--- config.mk ---
export PLATFORM = sky130hd
export DESIGN_NAME = cnu_serial_min
export DESIGN_NICKNAME = d
export VERILOG_FILES = /design/src/rtl/cnu_pkg.sv /design/src/rtl/cnu_min2_insert.sv /design/src/rtl/cnu_serial_min.sv
export SDC_FILE = /design/constraint.sdc
export NUM_CORES = 1
export LEC_CHECK = 0
export CORE_ASPECT_RATIO = 1.25
export CORE_UTILIZATION = 53
export CTS_BUF_LIST = sky130_fd_sc_hd__clkbuf_8
export CTS_CLUSTER_SIZE = 28
export DETAILED_ROUTE_END_ITERATION = 10
export PLACE_DENSITY = 0.95
export SYNTH_ARGS = -nofsm -noshare
export SYNTH_HDL_FRONTEND = slang
export SYNTH_SLANG_ARGS = --single-unit
--- constraint.sdc ---
create_clock -name clk -period 4.9 [get_ports clk]
set_input_delay 0.49 -clock clk [delete_from_list [all_inputs] [get_ports clk]]
set_output_delay 0.49 -clock clk [all_outputs]
set_load 0.02 [all_outputs]
--- src/rtl/cnu_pkg.sv ---
// rtl/cnu_pkg.sv - shared widths, magnitude constant and state encoding for the serial check-node unit
package cnu_pkg;
   localparam int CNU_DATA_W = 8;
   localparam int CNU_IDX_W  = 8;
   localparam int CNU_CNT_W  = 5;

   localparam logic [CNU_DATA_W-1:0] CNU_MAG_ONES = '1;

   typedef enum logic {
      ST_ACCUM = 1'b0,
      ST_HOLD  = 1'b1
   } cnu_state_e;
endpackage

--- src/rtl/cnu_min2_insert.sv ---
// rtl/cnu_min2_insert.sv - combinational insert of one magnitude into a (min1, min2, idx) pair
module cnu_min2_insert
   import cnu_pkg::*;
#(
   parameter int DATA_W = CNU_DATA_W,
   parameter int IDX_W  = CNU_IDX_W
) (
   input  logic [DATA_W-1:0] min1,
   input  logic [DATA_W-1:0] min2,
   input  logic [IDX_W-1:0]  idx,
   input  logic [DATA_W-1:0] mag,
   input  logic [IDX_W-1:0]  in_idx,
   output logic [DATA_W-1:0] nxt_min1,
   output logic [DATA_W-1:0] nxt_min2,
   output logic [IDX_W-1:0]  nxt_idx
);

   // Strict compares: on a tie the earlier entry wins and stays in place.
   always_comb begin
      nxt_min1 = min1;
      nxt_min2 = min2;
      nxt_idx  = idx;
      if (mag < min1) begin
         nxt_min2 = min1;
         nxt_min1 = mag;
         nxt_idx  = in_idx;
      end else if (mag < min2) begin
         nxt_min2 = mag;
      end
   end

endmodule

--- src/rtl/cnu_serial_min.sv ---
// rtl/cnu_serial_min.sv - serial min-sum check-node unit: accumulates a row of beats, then holds the result
module cnu_serial_min
   import cnu_pkg::*;
#(
   parameter int DATA_W = CNU_DATA_W,
   parameter int IDX_W  = CNU_IDX_W,
   parameter int CNT_W  = CNU_CNT_W,
   parameter int OFFSET = 0
) (
   input  logic                clk,
   input  logic                rst,
   input  logic                in_valid,
   output logic                in_ready,
   input  logic [DATA_W-1:0]   in_mag,
   input  logic                in_sign,
   input  logic [IDX_W-1:0]    in_idx,
   input  logic                in_last,
   output logic                out_valid,
   input  logic                out_ready,
   output logic [2*DATA_W-1:0] out_min,
   output logic [IDX_W-1:0]    out_idx,
   output logic                out_sign,
   output logic [CNT_W-1:0]    out_cnt
);

   localparam logic [DATA_W-1:0] MAG_ONES = '1;
   localparam logic [DATA_W-1:0] OFF      = OFFSET[DATA_W-1:0];
   localparam logic [CNT_W-1:0]  CNT_MAX  = '1;

   cnu_state_e state, state_nxt;

   logic [DATA_W-1:0] min1_r, min2_r;
   logic [IDX_W-1:0]  idx_r;
   logic              sign_r;
   logic [CNT_W-1:0]  cnt_r;

   logic [DATA_W-1:0] ins_min1, ins_min2;
   logic [IDX_W-1:0]  ins_idx;

   logic accept;
   logic release_row;

   assign accept      = in_valid & in_ready;
   assign release_row = out_valid & out_ready;

   cnu_min2_insert #(
      .DATA_W (DATA_W),
      .IDX_W  (IDX_W)
   ) u_insert (
      .min1     (min1_r),
      .min2     (min2_r),
      .idx      (idx_r),
      .mag      (in_mag),
      .in_idx   (in_idx),
      .nxt_min1 (ins_min1),
      .nxt_min2 (ins_min2),
      .nxt_idx  (ins_idx)
   );

   always_ff @(posedge clk or posedge rst) begin
      if (rst) state <= ST_ACCUM;
      else     state <= state_nxt;
   end

   always_comb begin
      state_nxt = state;
      in_ready  = 1'b0;
      out_valid = 1'b0;
      case (state)
         ST_ACCUM: begin
            in_ready = 1'b1;
            if (accept && in_last) state_nxt = ST_HOLD;
         end
         ST_HOLD: begin
            out_valid = 1'b1;
            if (out_ready) state_nxt = ST_ACCUM;
         end
         default: state_nxt = ST_ACCUM;
      endcase
   end

   // Accumulators clear on the handshake edge so the next row starts clean.
   always_ff @(posedge clk or posedge rst) begin
      if (rst) begin
         min1_r <= MAG_ONES;
         min2_r <= MAG_ONES;
         idx_r  <= '0;
         sign_r <= 1'b0;
         cnt_r  <= '0;
      end else if (release_row) begin
         min1_r <= MAG_ONES;
         min2_r <= MAG_ONES;
         idx_r  <= '0;
         sign_r <= 1'b0;
         cnt_r  <= '0;
      end else if (accept) begin
         min1_r <= ins_min1;
         min2_r <= ins_min2;
         idx_r  <= ins_idx;
         sign_r <= sign_r ^ in_sign;
         if (cnt_r != CNT_MAX) cnt_r <= cnt_r + CNT_W'(1);
      end
   end

   function automatic logic [DATA_W-1:0] apply_offset(input logic [DATA_W-1:0] m);
      return (m > OFF) ? (m - OFF) : '0;
   endfunction

   assign out_min  = {apply_offset(min2_r), apply_offset(min1_r)};
   assign out_idx  = idx_r;
   assign out_sign = sign_r;
   assign out_cnt  = cnt_r;

endmodule

### Yosys cells after proc, flatten, opt, wreduce, memory -nomap -nowiden

Cells that the tools add are included.

* flip-flop bits (word level): 31
* bits of input ports: 22
* output and inout bits: 32
* logic and storage cells: 46

* $add $sub $neg: 1
* magnitude comparators: 4
* equality and inequality tests: 1
* mux-type cells: 22
* bitwise logic cells: 4
* reductions and logical operators: 8

Operators by type and width (count)
* 8-bit 2-to-1 mux: 12
* 8-bit by 1-bit greater-than comparator with 1-bit output, second input constant: 2
* 8-bit < comparator: 2
* 5-bit 2-to-1 mux: 3
* 1-bit 2-to-1 mux: 6
* 2-bit AND reduction: 3
* 2-bit nonzero test: 3
* 5-bit by 1-bit adder with 5-bit output, second input constant: 1
* 5-bit != test, second input constant: 1
* 3-bit nonzero test: 1
* 1-bit bitwise AND: 2
* 1-bit one-hot mux with 2 select lines: 1
* 1-bit logical AND: 1
* 1-bit inverter: 1
* 1-bit bitwise XOR: 1

### Depth between registers and ports, before layout

Gate-level depths: netlist of the first run.

* depth after elaboration: 5
* mapped depth: 8
* gate-level depth less buffers: 7

### Modules after synthesis

Synthesis of the first run repeated with hierarchy kept, for this count alone.

* cells, all modules: 207
* area total of the unflattened synthesis: 2110.8 um^2

Modules (own cells, without submodules)
* cnu_serial_min: instances 1, cells each 126, area an instance 1357.6 um^2, seq. area each 795.8 um^2
* cnu_min2_insert: instances 1, cells each 81, area an instance 753.2 um^2, seq. area each 0.0 um^2

### Least setup slack after synthesis of the first run

OpenSTA, ideal clock, no wires.

* kind: reg-to-reg
* start: reg min1_r[7]
* end: reg idx_r[0], in the netlist out_idx[0]
* setup time: 0.079 ns
* data arrival time: 2.085 ns
* data required time: 4.821 ns
* path slack: 2.736 ns
* cell stages (with the launch flop): 9
* path buffers: 1
* path through: dfstp_2 > inv_1 > ha_1 > and3_1 > a221oi_1 > o21ai_2 > nor2_2 > buf_6 > mux2i_1

* cells in the longest elaborated chain, start to end: 3

Ends and longest elaborated chain
* start, declared: RTL line cnu_serial_min.sv:32 `logic [DATA_W-1:0] min1_r, min2_r;`
* start signal, assigned: RTL line cnu_serial_min.sv:97 `min1_r <= ins_min1;`
* 8-bit < comparator: RTL line cnu_min2_insert.sv:23 `if (mag < min1) begin`
* 2-bit nonzero test (no source line)
* 2-bit AND reduction (no source line)
* end signal, assigned: RTL line cnu_serial_min.sv:99 `idx_r <= ins_idx;`
* end, declared: RTL line cnu_serial_min.sv:33 `logic [IDX_W-1:0] idx_r;`

No other way between the ends.
A chain may end at the register's enable or synchronous reset.

### Worst setup path after layout of the first run

* start: in in_mag[6]
* end: reg idx_r[0], in the netlist out_idx[0]

* cells in the longest elaborated chain, start to end: 3

Ends and longest elaborated chain
* start, declared: RTL line cnu_serial_min.sv:14 `input logic [DATA_W-1:0] in_mag,`
* 8-bit < comparator: RTL line cnu_min2_insert.sv:23
* 2-bit nonzero test (no source line)
* 2-bit AND reduction (no source line)

No other way between the ends.

==> results of run 1 <==
==> cell type report <==
cell class,count,area (um2)
fillers,253,838
clock inverters,1,3.75
multi-input cells,107,897
well taps,37,46.3
repair buffers,54,538
flip-flops and latches,31,796
inverters,25,93.8
clock buffers,7,96.3
==> power groups by stage <==
| stage | registers, W | logic, W | clock network, W |
|---|---|---|---|
| after floorplan | 0.000507 | 0.000432 | 0 |
| after global placement | 0.000472 | 0.000698 | 0 |
| after detailed placement | 0.000475 | 0.000714 | 0 |
| after CTS | 0.000473 | 0.000717 | 0.000221 |
| after global routing | 0.000489 | 0.000777 | 0.000228 |
| final | 0.000473 | 0.000712 | 0.000217 |
==> routing by layer <==
layer	track usage, %	part of all wire (%)	vias to the layer above
met5	0	0	-
met4	14.4	3.3	0
met3	5.97	4.9	14
met2	40.2	51	49
met1	25.8	41	684
li1	-	-	708
==> state kept, by name, indices dropped and copies added (netlist names) <==
name      count
out_sign      1
out_idx       8
min2_r        8
min1_r        8
state         1
out_cnt       5
==> worst max-delay path: stages <==
cell             delay [ns]
clkdlybuf4s50_1        0.48
ha_1                   0.33
and3_1                 0.19
a221oi_1               0.33
o21ai_2                0.33
nor2_2                 0.72
mux2i_1                0.27
==> placed cells by master, fill, tap and decap left out <==
master / instances
nand4_1: 1
o211ai_4: 1
o21a_1: 1
buf_4: 1
a21o_1: 1
a2bb2oi_1: 8
nand3_1: 1
a221oi_1: 1
o22ai_2: 1
a2111oi_4: 1
inv_1: 26
nor2_2: 1
xor2_1: 3
and4_1: 1
a211o_1: 2
or3_1: 8
o21ai_2: 1
nand2b_1: 2
and2_1: 1
a31oi_1: 1
o211ai_1: 3
dfstp_2: 16
a21oi_1: 3
xnor2_1: 1
nand2_1: 12
nor2_1: 5
mux2i_1: 16
ha_1: 16
o21ai_0: 3
and3_1: 2
o31a_1: 8
clkbuf_8: 7
dfrtp_1: 15
nand2b_4: 1
clkdlybuf4s50_1: 53
o22ai_1: 1
==> per-stage QoR <==
stage               power, W  cell area, um2
CTS                  0.00141            2470
detailed placement   0.00119            2370
global route         0.00149            2470
floorplan           0.000939            1880
global placement     0.00117            2370
finish               0.00140            2470
==> worst max path at each step <==
stage	start	end	cells past startpoint
2_1_floorplan	min1_r[7]	out_idx[0]	8
3_3_place_gp	in_mag[7]	out_idx[2]	7
3_5_place_dp	in_mag[7]	out_idx[0]	7
4_1_cts	in_mag[7]	out_idx[0]	7
5_1_grt	in_mag[7]	out_idx[0]	7
6_report	in_mag[6]	out_idx[0]	7
==> kinds of logic after synthesis <==
group,count (synthesis),synth area share [%]
compound gates,36,16.8
xor+xnor,4,1.86
fa+ha+maj,16,10.6
buf+inv,47,10.2
flops,31,42.2
mux,16,8.50
simple gates,35,9.83
==> reports/summary.txt, run 1 <==
Top fanout value on the critical path: 19
Clock share of power: 15.5%
Sink count of the clock tree: 31
Latest clock arrival within the worst-skew pair: 0.28 ns
H-tree level count: 2
Nets in the synthesized netlist: 223
Via count of the first global-routing pass: 1518
Overall Global Routing Usage: 23.1%
Post-route DRC violation count: 0
Hold slack final: 0.512 ns
Leading post-synthesis cells by cell area: dfstp_2 22%, dfrtp_1 20%, ha_1 11%
Post-route clock period utilization: 60.1%
Power per unit of standard cell area: 567 nW/um2
Hold path depth: 1
Cell with the most instances after synthesis: inv_1
Max rail drop VDD: 348 uV
Global-route congestion overflow total: 0
Pre-CTS setup slack: 1.66 ns
Crit Path Category: input pin to flop
Ratio of cells with drive above 1 in the final layout: 13.3%
RSZ-0062 raised after global routing: false
Count of nets after finishing: 262
Part of the Yosys area used for sequential elements: 42.2%
Effective utilization at floorplan: 56.9%
Arr. time, crit path: 3.14 ns
Leading post-synthesis cells by instance count: 25 x inv_1, 20 x clkbuf_1, 16 x dfstp_2, 16 x ha_1, 16 x mux2i_1
Die boundary height: 68.7 um
Final HPWL DP: 2960 um
Final Hold Violating Endpoints: 0
Per-instance average area after synthesis: 10.2 um2
Wire length of the first global-routing pass: 6700 um
Final-report setup violation count: 0
Crit path launch type: input pin
1st-pass router iterations: 6
R2r worst-path depth: 7
Number of enable flip-flop cells after synthesis: 0
Clock Skew: 0.00486 ns
Post-Synthesis Cells: 185
Setup Buffers After CTS: 0
Crit Reg-Reg Endpoint: out_idx[0]
Sw Share: 37.8%
TritonCTS clock tree: yes
Synthesis-stage register bit count: 31
Vias: 1455
Start point of the worst min-delay path: min2_r[5]
Number of standard-cell rows in the floorplan: 23
Total Die Area: 3800 um2
Post-route setup TNS: 0 ns
Final critical path time including I/O delays and setup: 2.95 ns
Max-cap violation count: 0
Type of the worst min-delay path: flop to flop
Post-synthesis async set-or-reset flop share: 100%
Pin count of the biggest net entering global routing: 32
Flop2flop setup slack: 2.08 ns
Synth top area share: 22.3%
Post-layout instance count excluding filler cells: 262
Hold_buf cts: 0
Clock buffers created by TritonCTS: 5
Number of slew-limit violations in the final report: 0
Count of port buffers added during placement: 53
Worst-Margin Slew: 0.940 ns
Required time at the endpoint of the critical path: 5.10 ns
Hold worst-path end: min2_r[5]
Number of distinct library cells after synthesis: 35
Utilization after layout: 74.7%
Last weighted congestion value of the routability-driven placer: 0.862
Fmax: 339 MHz
Via density: 5.55
Floorplan Core Area: 3310 um2
Post-detailed-route count of antenna-violating nets: 0
Part of the power in registers: 33.7%
Longest Clk Path Bufs: 2
Relative area change from synthesis to final layout: 31.1%
Cell chosen for the clock root: clkbuf_8
Status: completed
# placed instances: 254
Worst Setup End Kind: flop
WL final: 3930 um
Synth Warn #: 0
Clock transition at the register clock pins on the worst setup and hold paths after CTS: 0.06 ns
Worst Slack Setup Final: 1.95 ns
Post-cts sizing count: 0
Count of boundary I/O pins: 54
Sw Pwr: 0.000530 W
Slew margin rel.: 37.3%
Reported leakage power: 1.19 nW
Part of the power in combinational logic: 50.8%
Routed WL per cell: 15.0 um
Initial antenna violation count: 0
First-iteration detailed-routing DRC count: 36
Die extent in x: 55.3 um
Commonest register cell after synthesis: dfstp_2
Count of inserted antenna diode cells: 0
Launching point of the worst reg2reg path: min1_r[7]
Cell taking the most area after synthesis: dfstp_2
Cell-internal power: 0.000871 W
Area of the mapped netlist: 1880 um2
Note: power is estimated with default switching activity, not from simulation.
==> run 2: changes to the inputs <==
Settings changed: CORE_UTILIZATION 53 to 44, PLACE_DENSITY 0.95 to 0.9.
Clock period 4.9 ns to 2.4 ns, I/O delays scaled along.
==> run 2 against run 1 <==
Effect of this change:
- critical path depth up 1
- largest cell class unchanged
- final area up 6.0%
- highest routed layer unchanged
- count of clock-buffer cells in the layout down 2
- critical endpoint is now min2_r[2]
- combinational power up 120%
==> reports/summary.txt, run 2 (same netlist as run 1, synthesis figures left out) <==
Status: completed
Count of nets after finishing: 276 (+5.3%)
Slew margin rel.: 69.2% (+32 points)
Part of the power in combinational logic: 53.3% (+2.5 points)
Ratio of cells with drive above 1 in the final layout: 19.2% (+5.9 points)
Number of fillers in the final layout: 337 (+33%)
Instance area at placement: 2510 um2 (+6.0%)
Number of slew-limit violations in the final report: 0 (unchanged)
WL final: 4320 um (+10%)
Part of the power in registers: 32.9% (-0.8 points)
TritonCTS clock tree: yes
Most frequent standard cell in the layout excluding fill and tap cells: clkdlybuf4s50_1
Family with the most delay on the worst path: compound AO/OA/AOI/OAI gates
Longest Clk Path Bufs: 2 (unchanged)
Floorplan Core Area: 4100 um2 (+24%)
First-iteration detailed-routing DRC count: 62 (+72%)
Power per unit of standard cell area: 1130 nW/um2 (+99%)
Clock share of power: 13.8% (-1.7 points)
Die extent in x: 60.5 um (+9.4%)
Cells along the critical path: inv_1 > ha_1 > and3_1 > o211ai_1 > o21ai_4 > buf_4 > mux2i_1 > a2bb2oi_1
Effective utilization at floorplan: 46.0% (-11 points)
Post-route DRC violation count: 0 (unchanged)
Pin count of the biggest net entering global routing: 32 (unchanged)
Post-route setup TNS: 0 ns (unchanged)
Clock transition at the register clock pins on the worst setup and hold paths after CTS: 0.07 ns (about the same)
Initial antenna violation count: 0 (unchanged)
Required time at the endpoint of the critical path: 2.62 ns (-2.48 ns)
Sink count of the clock tree: 31 (unchanged)
Worst Setup End Kind: flop
Total buffers and inverters traversed by the critical path: 2 (+1)
Final critical path time including I/O delays and setup: 2.30 ns
Crit Path Category: flop to flop
Sw Pwr: 0.00115 W (+120%)
Clock buffers created by TritonCTS: 5 (unchanged)
Sw Share: 38.9% (+1.1 points)
Via count of the first global-routing pass: 1539 (+1.4%)
Final Hold Violating Endpoints: 0 (unchanged)
Overall Global Routing Usage: 21.5% (-1.6 points)
Post-route clock period utilization: 95.9%
Count of boundary I/O pins: 54 (unchanged)
Relative area change from synthesis to final layout: 39.0%
Pre-CTS setup slack: -0.0681 ns (-1.73 ns)
Post-detailed-route count of antenna-violating nets: 0 (unchanged)
Via density: 5.14 (-7.4%)
1st-pass router iterations: 4 (-2)
H-tree level count: 2 (unchanged)
R2r worst-path depth: 8 (+1)
Last weighted congestion value of the routability-driven placer: 0.813 (-5.7%)
Fmax: 434 MHz
Routed WL per cell: 14.7 um (-2.2%)
Worst-Margin Slew: 0.460 ns (-0.480 ns)
Vias: 1517 (+4.3%)
Crit path launch type: flop
Launching point of the worst reg2reg path: min1_r[7]
Clock Skew: 0.00824 ns (+0.00338 ns)
Fin area: 2620 um2 (+6.0%)
Count of inserted antenna diode cells: 0 (unchanged)
Type of the worst min-delay path: input pin to async pin
Post-layout instance count excluding filler cells: 295 (+13%)
Critical path launch point: min1_r[7]
Arr. time, crit path: 2.52 ns (-0.62 ns)
# placed instances: 287 (+13%)
Stage delay of the slowest cell on the critical path: 0.55 ns (-0.17 ns)
Cell chosen for the clock root: clkbuf_8
Cell-internal power: 0.00181 W (+110%)
Max-cap violation count: 0 (unchanged)
Total Die Area: 4550 um2 (+20%)
Reported leakage power: 1.25 nW (+5.1%)
Global-route congestion overflow total: 0 (unchanged)
Slowest CP cell: dfstp_2
Die boundary height: 75.2 um (+9.5%)
Final HPWL DP: 3240 um (+9.7%)
Latest clock arrival within the worst-skew pair: 0.29 ns (about the same)
Number of standard-cell rows in the floorplan: 26 (+13%)
Count of cell instances traversed by the critical path: 8 (+1)
Count of port buffers added during placement: 53 (unchanged)
Top fanout value on the critical path: 15 (-4)
Final-report setup violation count: 0 (unchanged)
Max rail drop VDD: 686 uV (+97%)
Worst Slack Setup Final: 0.0980 ns (-1.86 ns)
Most frequent cells in the layout: 53 x clkdlybuf4s50_1, 25 x inv_1, 16 x mux2i_1, 16 x ha_1, 16 x dfstp_2
Wire length of the first global-routing pass: 7100 um (+6.0%)
run 2: cell type report:
| type | instances | area [um2] | share of cell area (%) |
|---|---|---|---|
| Clock buffer | 5 | 68.8 | 2.63 |
| Clock inverter | 3 | 20.0 | 0.764 |
| Inverter | 25 | 93.8 | 3.58 |
| Multi-Input combinational cell | 107 | 916 | 35.0 |
| Sequential cell | 31 | 796 | 30.4 |
| Tap cell | 56 | 70.1 | 2.67 |
| Timing Repair Buffer | 68 | 656 | 25.0 |
run 2: power groups by stage:
| stage | Combinational, W | Clock [W] | Sequential (W) |
|---|---|---|---|
| 6_report | 0.00158 | 0.000409 | 0.000971 |
| 5_1_grt | 0.00171 | 0.000446 | 0.00101 |
| 4_1_cts | 0.00157 | 0.000420 | 0.000974 |
| 3_5_place_dp | 0.00156 | 0 | 0.000979 |
| 3_3_place_gp | 0.00151 | 0 | 0.000971 |
| 2_1_floorplan | 0.000881 | 0 | 0.00103 |
run 2: metrics by stage:
step | total power, W | utilization (%) | hold slack [ns]
3_3_place_gp | 0.00248 | 61.3 | 0.497
3_5_place_dp | 0.00254 | 61.3 | 0.503
4_1_cts | 0.00296 | 63.5 | 0.337
5_1_grt | 0.00316 | 63.9 | 0.371
2_1_floorplan | 0.00192 | - | 0.332
6_report | 0.00296 | 63.9 | 0.330
run 2: path summary, 6_finish.rpt:
path                         endpoint  slack (ns)
setup / recovery            min2_r[2]         0.1
hold / removal             out_idx[6]        0.33
setup reg to reg            min2_r[2]         0.1
hold reg to reg             min2_r[4]        0.51
max in group asynchronous   min1_r[7]        1.74
min in group clk           out_idx[5]        0.49
run 2: worst reg2reg max path, delay by kind of cell (launching register included):
kind / cells / cell delay, ns
compound gates: 3 / 0.68
mux: 1 / 0.21
simple gates: 1 / 0.22
fa+ha+maj: 1 / 0.30
flops: 1 / 0.55
buf+inv: 2 / 0.28
run 2: what timing repair did:
| action | CTS | global route |
|---|---|---|
| hold buffers | 0 | 0 |
| gates resized for setup | 0 | 3 |
| endpoints found under the setup margin | 0 | 24 |
| setup buffers | 0 | 0 |
run 2: per-layer routing:
layer	GRT usage (%)	vias to the layer above	share of wire, %
met2	37.7	48	52
met3	4.64	10	3.8
met5	0	-	0
met4	7.58	0	2.1
li1	-	736	-
met1	25.7	723	42
